### config.mk
export PLATFORM = sky130hd
export DESIGN_NAME = ahb_lite_decoder_mux_flat
export DESIGN_NICKNAME = d
export VERILOG_FILES = /design/src/rtl/ahb_lite_decoder_mux_if.sv /design/src/rtl/ahb_lite_decoder_mux.sv /design/src/flat_wrapper.sv
export SDC_FILE = /design/constraint.sdc
export NUM_CORES = 1
export LEC_CHECK = 0
export ABC_CLOCK_PERIOD_IN_PS = 2050
export CAP_MARGIN = 20
export CELL_PAD_IN_SITES_DETAIL_PLACEMENT = 1
export CELL_PAD_IN_SITES_GLOBAL_PLACEMENT = 2
export CORE_MARGIN = 3
export CORE_UTILIZATION = 10
export CTS_CLUSTER_DIAMETER = 120
export DETAILED_ROUTE_END_ITERATION = 8
export GPL_ROUTABILITY_DRIVEN = 0
export HOLD_SLACK_MARGIN = 0.12
export MAX_ROUTING_LAYER = met4
export PLACE_DENSITY = 0.95
export RECOVER_POWER = 100
export SLEW_MARGIN = 20
export SYNTH_ARGS = -nofsm -noshare
export SYNTH_HDL_FRONTEND = slang
export SYNTH_SLANG_ARGS = --single-unit
### constraint.sdc
create_clock -name HCLK -period 2.05 [get_ports HCLK]
set_input_delay 0.3075 -clock HCLK [delete_from_list [all_inputs] [get_ports HCLK]]
set_output_delay 0.3075 -clock HCLK [all_outputs]
set_load 0.02 [all_outputs]
### src/rtl/ahb_lite_decoder_mux_if.sv
// rtl/ahb_lite_decoder_mux_if.sv - AHB-Lite master-side and slave-array signal bundle for the decoder/mux
interface ahb_lite_decoder_mux_if #(
    parameter int DATA_W = 32,
    parameter int ADDR_W = 32
);
    logic [ADDR_W-1:0] HADDR;
    logic [1:0]        HTRANS;
    logic [1:0]        HSEL;
    logic              HREADY;
    logic [DATA_W-1:0] HRDATA;
    logic              HRESP;
    logic [DATA_W-1:0] HRDATA_S0;
    logic [DATA_W-1:0] HRDATA_S1;
    logic              HREADYOUT_S0;
    logic              HREADYOUT_S1;
    logic              HRESP_S0;
    logic              HRESP_S1;

    // Interconnect view: takes master requests and slave responses, drives selects and muxed response
    modport slave (
        input  HADDR, HTRANS, HRDATA_S0, HRDATA_S1, HREADYOUT_S0, HREADYOUT_S1, HRESP_S0, HRESP_S1,
        output HSEL, HREADY, HRDATA, HRESP
    );

    modport master (
        output HADDR, HTRANS, HRDATA_S0, HRDATA_S1, HREADYOUT_S0, HREADYOUT_S1, HRESP_S0, HRESP_S1,
        input  HSEL, HREADY, HRDATA, HRESP
    );
endinterface

### src/rtl/ahb_lite_decoder_mux.sv
// rtl/ahb_lite_decoder_mux.sv - AHB-Lite decoder, response mux and default slave; AHB_DECODE_ERR_LOG_EN adds error logging
module ahb_lite_decoder_mux #(
    parameter int                DATA_W  = 32,
    parameter int                ADDR_W  = 32,
    parameter logic [ADDR_W-1:0] S0_BASE = 32'h0000_0000,
    parameter logic [ADDR_W-1:0] S0_MASK = 32'hF000_0000,
    parameter logic [ADDR_W-1:0] S1_BASE = 32'h1000_0000,
    parameter logic [ADDR_W-1:0] S1_MASK = 32'hF000_0000
) (
    input  logic                       HCLK,
    input  logic                       HRESETn,
    ahb_lite_decoder_mux_if.slave      bus
`ifdef AHB_DECODE_ERR_LOG_EN
    ,
    output logic [ADDR_W-1:0]          ERR_ADDR,
    output logic [15:0]                ERR_CNT
`endif
);

    typedef enum logic [1:0] {DS_NONE, DS_S0, DS_S1, DS_DEF} dsel_t;
    typedef enum logic [1:0] {DF_IDLE, DF_ERR1, DF_ERR2} dflt_t;

    dsel_t             r_dsel;
    dsel_t             w_dsel_next;
    dflt_t             r_dflt;
    dflt_t             w_dflt_next;
    logic              w_hsel0;
    logic              w_hsel1;
    logic              w_unmapped;
    logic              w_hready;
    logic              w_hresp;
    logic [DATA_W-1:0] w_hrdata;
    logic              w_def_ready;
    logic              w_def_resp;
    logic              w_err_start;
    logic              w_unused_htrans0;

    assign w_hsel0    = ((bus.HADDR & S0_MASK) == S0_BASE);
    assign w_hsel1    = ((bus.HADDR & S1_MASK) == S1_BASE) && !w_hsel0;
    assign w_unmapped = !w_hsel0 && !w_hsel1;
    assign bus.HSEL   = {w_hsel1, w_hsel0};

    // HTRANS[0] (BUSY vs IDLE, SEQ vs NONSEQ) does not affect decode or the default slave
    assign w_unused_htrans0 = bus.HTRANS[0];

    always_comb begin
        w_dsel_next = DS_DEF;
        if (w_hsel0) begin
            w_dsel_next = DS_S0;
        end else if (w_hsel1) begin
            w_dsel_next = DS_S1;
        end
    end

    always_ff @(posedge HCLK or negedge HRESETn) begin
        if (!HRESETn) begin
            r_dsel <= DS_NONE;
        end else if (w_hready) begin
            r_dsel <= w_dsel_next;
        end
    end

    always_comb begin
        w_hready = 1'b1;
        w_hresp  = 1'b0;
        w_hrdata = '0;
        case (r_dsel)
            DS_S0: begin
                w_hready = bus.HREADYOUT_S0;
                w_hresp  = bus.HRESP_S0;
                w_hrdata = bus.HRDATA_S0;
            end
            DS_S1: begin
                w_hready = bus.HREADYOUT_S1;
                w_hresp  = bus.HRESP_S1;
                w_hrdata = bus.HRDATA_S1;
            end
            DS_DEF: begin
                w_hready = w_def_ready;
                w_hresp  = w_def_resp;
            end
            default: ;
        endcase
    end

    assign bus.HREADY = w_hready;
    assign bus.HRESP  = w_hresp;
    assign bus.HRDATA = w_hrdata;

    always_ff @(posedge HCLK or negedge HRESETn) begin
        if (!HRESETn) begin
            r_dflt <= DF_IDLE;
        end else begin
            r_dflt <= w_dflt_next;
        end
    end

    // ERR2 already drives HREADY high, so the next address phase is sampled there too
    always_comb begin
        w_dflt_next = r_dflt;
        w_def_ready = 1'b1;
        w_def_resp  = 1'b0;
        case (r_dflt)
            DF_IDLE: begin
                if (w_hready && bus.HTRANS[1] && w_unmapped) begin
                    w_dflt_next = DF_ERR1;
                end
            end
            DF_ERR1: begin
                w_def_ready = 1'b0;
                w_def_resp  = 1'b1;
                w_dflt_next = DF_ERR2;
            end
            DF_ERR2: begin
                w_def_resp = 1'b1;
                if (w_hready && bus.HTRANS[1] && w_unmapped) begin
                    w_dflt_next = DF_ERR1;
                end else begin
                    w_dflt_next = DF_IDLE;
                end
            end
            default: w_dflt_next = DF_IDLE;
        endcase
    end

    assign w_err_start = (r_dflt != DF_ERR1) && (w_dflt_next == DF_ERR1);

`ifdef AHB_DECODE_ERR_LOG_EN
    logic [ADDR_W-1:0] r_err_addr;
    logic [15:0]       r_err_cnt;

    always_ff @(posedge HCLK or negedge HRESETn) begin
        if (!HRESETn) begin
            r_err_addr <= '0;
            r_err_cnt  <= '0;
        end else if (w_err_start) begin
            r_err_addr <= bus.HADDR;
            if (r_err_cnt != 16'hFFFF) begin
                r_err_cnt <= r_err_cnt + 16'd1;
            end
        end
    end

    assign ERR_ADDR = r_err_addr;
    assign ERR_CNT  = r_err_cnt;
`else
    logic w_unused_err_start;
    assign w_unused_err_start = w_err_start;
`endif

endmodule

### src/flat_wrapper.sv
// flat-port wrapper written by rule: the top's interface ports become plain ports
module ahb_lite_decoder_mux_flat 
#(
    parameter int                DATA_W  = 32,
    parameter int                ADDR_W  = 32,
    parameter logic [ADDR_W-1:0] S0_BASE = 32'h0000_0000,
    parameter logic [ADDR_W-1:0] S0_MASK = 32'hF000_0000,
    parameter logic [ADDR_W-1:0] S1_BASE = 32'h1000_0000,
    parameter logic [ADDR_W-1:0] S1_MASK = 32'hF000_0000
)
  (HCLK, HRESETn, bus_HADDR, bus_HTRANS, bus_HRDATA_S0, bus_HRDATA_S1, bus_HREADYOUT_S0, bus_HREADYOUT_S1, bus_HRESP_S0, bus_HRESP_S1, bus_HSEL, bus_HREADY, bus_HRDATA, bus_HRESP);
  ahb_lite_decoder_mux_if #(.DATA_W(DATA_W), .ADDR_W(ADDR_W)) bus_i ();
  input  logic HCLK;
  input  logic HRESETn;
  input wire logic [$bits(bus_i.HADDR)-1:0] bus_HADDR;
  input wire logic [$bits(bus_i.HTRANS)-1:0] bus_HTRANS;
  input wire logic [$bits(bus_i.HRDATA_S0)-1:0] bus_HRDATA_S0;
  input wire logic [$bits(bus_i.HRDATA_S1)-1:0] bus_HRDATA_S1;
  input wire logic [$bits(bus_i.HREADYOUT_S0)-1:0] bus_HREADYOUT_S0;
  input wire logic [$bits(bus_i.HREADYOUT_S1)-1:0] bus_HREADYOUT_S1;
  input wire logic [$bits(bus_i.HRESP_S0)-1:0] bus_HRESP_S0;
  input wire logic [$bits(bus_i.HRESP_S1)-1:0] bus_HRESP_S1;
  output wire logic [$bits(bus_i.HSEL)-1:0] bus_HSEL;
  output wire logic [$bits(bus_i.HREADY)-1:0] bus_HREADY;
  output wire logic [$bits(bus_i.HRDATA)-1:0] bus_HRDATA;
  output wire logic [$bits(bus_i.HRESP)-1:0] bus_HRESP;
  assign bus_i.HADDR = bus_HADDR;
  assign bus_i.HTRANS = bus_HTRANS;
  assign bus_i.HRDATA_S0 = bus_HRDATA_S0;
  assign bus_i.HRDATA_S1 = bus_HRDATA_S1;
  assign bus_i.HREADYOUT_S0 = bus_HREADYOUT_S0;
  assign bus_i.HREADYOUT_S1 = bus_HREADYOUT_S1;
  assign bus_i.HRESP_S0 = bus_HRESP_S0;
  assign bus_i.HRESP_S1 = bus_HRESP_S1;
  assign bus_HSEL = bus_i.HSEL;
  assign bus_HREADY = bus_i.HREADY;
  assign bus_HRDATA = bus_i.HRDATA;
  assign bus_HRESP = bus_i.HRESP;
  ahb_lite_decoder_mux #(.DATA_W(DATA_W), .ADDR_W(ADDR_W), .S0_BASE(S0_BASE), .S0_MASK(S0_MASK), .S1_BASE(S1_BASE), .S1_MASK(S1_MASK)) u_core (.HCLK(HCLK), .HRESETn(HRESETn), .bus(bus_i));
endmodule
==> results of run 1 <==
through the flow:
step,setup WS (ns),hold slack [ns],total power (uW)
finish,0.0707,0.366,1070
global route,0.00570,0.384,1160
CTS,-0.00342,0.299,1120
detailed placement,-0.188,0.536,885
global placement,-0.149,0.528,862
floorplan,0.273,0.0119,511
cell type report:
class	instances	area (sq um)
fill	978	6140
timing repair buffer	126	1150
multi-input combinational	89	712
tap	105	131
sequential	4	101
clock buffer	3	41.3
inverter	6	22.5
layer usage:
layer / up-vias / part of all wire / global-route usage
met2: 63 / 0.58 / 0.196
met5: - / 0 / -
met1: 609 / 0.35 / 0.0955
met4: 0 / 0.0093 / 0.0284
met3: 5 / 0.057 / 0.0134
li1: 638 / - / -
placed cells by master, fill, tap and decap left out:
master | netlist | layout
clkdlybuf4s50_1 | 0 | 73
nor2b_1 | 34 | 34
a22oi_1 | 32 | 32
clkbuf_2 | 0 | 18
buf_4 | 2 | 9
clkbuf_1 | 9 | 8
clkdlybuf4s15_2 | 0 | 7
ha_1 | 8 | 5
inv_1 | 6 | 4
nor2_1 | 3 | 3
mux2i_1 | 3 | 3
clkbuf_8 | 0 | 3
buf_12 | 0 | 3
dfrtp_1 | 4 | 3
inv_2 | 0 | 2
ha_4 | 0 | 2
buf_2 | 1 | 2
dlygate4sd2_1 | 0 | 2
or3_1 | 1 | 1
a22o_1 | 1 | 1
nor3_4 | 0 | 1
a222oi_1 | 1 | 1
o21bai_1 | 1 | 1
nand2_1 | 1 | 1
o311ai_2 | 1 | 1
o2111a_1 | 1 | 1
a311o_1 | 1 | 1
ha_2 | 0 | 1
bufbuf_16 | 0 | 1
dlygate4sd3_1 | 0 | 1
clkdlybuf4s15_1 | 0 | 1
buf_6 | 1 | 1
dfrtp_2 | 0 | 1
critical path, stage by stage, from the launching register on:
cell and delay, ns:
dfrtp_2 0.43, inv_2 0.11, ha_2 0.24, buf_12 0.17
a22oi_1 0.08, nor2b_1 0.11, clkdlybuf4s15_1 0.31
power by group through the flow:
stage / logic [uW] / registers [uW] / clock network (uW)
after floorplan: 395 / 116 / 0
after global placement: 742 / 120 / 0
after detailed placement: 763 / 122 / 0
after CTS: 814 / 123 / 179
after global routing: 847 / 126 / 182
final: 775 / 123 / 173
what timing repair did:
| action | CTS | global route |
|---|---|---|
| resized for setup | 108 | 26 |
| endpoints found under the setup margin | 36 | 31 |
| gates cloned | 1 | 0 |
| buffers inserted | 2 | 0 |
| pin swaps | 1 | 0 |
logic make-up after synthesis:
kind of cell / synth area share
AOI/OAI and AO/OA: 0.351
adders and majority gates: 0.116
buffers and inverters: 0.101
DFF: 0.116
muxes: 0.0347
and+or+nand+nor: 0.282
flip-flops by register name (all words and copies together) (netlist names):
register,count
u_core.r_dsel,2
u_core.r_dflt,2
how the worst min path moves through the flow:
stage	startpoint	to	slack, ns	depth (start not counted)
finish	HRESETn	u_core.r_dsel[1]$_DFFE_PN0N_	0.37	1
floorplan	HRESETn	u_core.r_dflt[0]$_DFFE_PN0P_	0.01	0
CTS	HRESETn	u_core.r_dsel[1]$_DFFE_PN0N_	0.30	1
global route	HRESETn	u_core.r_dsel[1]$_DFFE_PN0N_	0.38	1
detailed placement	HRESETn	u_core.r_dflt[0]$_DFFE_PN0P_	0.54	1
global placement	HRESETn	u_core.r_dflt[1]$_DFFE_PN0P_	0.53	1
==> results.toml, run 1 <==
[route]
first_pass_iters = 4
drt_iter0_drc = 40
drc = 0
ant_nets = 0
drt-wirelength-per-cell_um = 14.3
routed_via_density = 3.95
finalWirelength_um = 4750
vias = 1315

[setup_path]
end_kind = "output port"
rr_startpoint = "u_core.r_dsel[0]$_DFFE_PN0N_"
cp-start-kind = "flip-flop"
arrival_ns = 1.67
path_max_fanout = 21
critPathRequiredTime_ns = 1.74
rr_worst_depth = 6
rrSetupSlack_ns = 0.26
crit_start = "u_core.r_dsel[0]$_DFFE_PN0N_"
crit_type = "reg2out"
regToRegEndpoint = "u_core.r_dflt[1]$_DFFE_PN0P_"
crit_path_end = "bus_HRDATA[27]"

[logic_synthesis]
synth_top_area_cell = "a22oi_1"
synth.area.top_cells = "a22oi_1 28%, nor2b_1 25%, dfrtp_1 12%"
synth_enable_flop_cells = 0
syn-num-nets = 224
ys_warn_count = 0
ys_top_cells_by_count = "34 x nor2b_1, 32 x a22oi_1, 9 x clkbuf_1, 8 x ha_1, 6 x inv_1"
synth_flop_cell = "dfrtp_1"
syn_inst = 112
yosysMostFrequentCell = "nor2b_1"
ys_types = 20
synthArstFlopShare = 1.00
synth_seq_cells = 4
syn_area_sq_um = 866
synth.avg_cell_area_sq_um = 7.73
synth_top_area_frac = 0.277
synth-seq-area-share = 0.116

[pwr]
comb_power_share = 0.724
seqPwrFrac = 0.115
p_int_uw = 650
swShare = 0.393
power_switching_uw = 421
p_leak_uw = 0.000787
clkPwrFrac = 0.161
vdd_drop_max_mv = 0.133
power_density_nw_per_um2 = 497

[clock_network]
clk_pin_slew_ns = 0.03
cts_buffers = 3
clkLatencyLatePin_ns = 0.22
cts_buffer_depth = 2
cts_sinks = 4
ctsHoldBuffers = 0
clockRootBuffer = "clkbuf_8"
cts_htree_levels = 1
cts_tree = "yes"

[finish]
diodes = 0
num-nets-final = 342
syn2layout_area_growth_pct = 149
final_cell_count_no_fill = 333
final_util = 0.260
final_area_sq_um = 2160
drive_above_1_share = 0.228

[sta]
maxSlewViolCount = 0
rsz0062_at_grt = "no"
slew_headroom = 0.776
timing.final.crit_share = 0.966
setup_viol = 0
finalHoldViolations = 0
max_freq_ghz = 0.505
skew_ns = 0.000862
fin_setup_tns_ns = 0
fin_crit_ns = 1.98
tightestPinTransition_ns = 0.336

[grt]
grt_max_degree = 22
track_usage = 0.0976
grt_pass1_vias = 1535
grt_pass1_wl_um = 7410
overflow = 0
antenna_found_initial = 0

[placed_design]
dpl_cell_area_sq_um = 2160
post-place-cells = 327
portBuffers = 110
dp_hpwl_um = 3730

[floorplanning]
coreArea_sq_um = 8300
chipWidth_um = 99.1
die_area_sq_um = 9810
row_count = 33
initial_utilization = 0.104
boundaryPins = 140
dieHeight_um = 99.1

[worst_hold_path]
hold_class = "in2async"

[status]
outcome = "completed"

[job]
maxCapViolations = 0
(Power assumes the default switching activity.)
==> inputs of run 2 (changes only) <==
- CAP_MARGIN: 20 -> 0
- GPL_TIMING_DRIVEN: not set -> 1
==> results of run 2 <==
The final DEF is identical to that of run 1; final timing and power are the same.
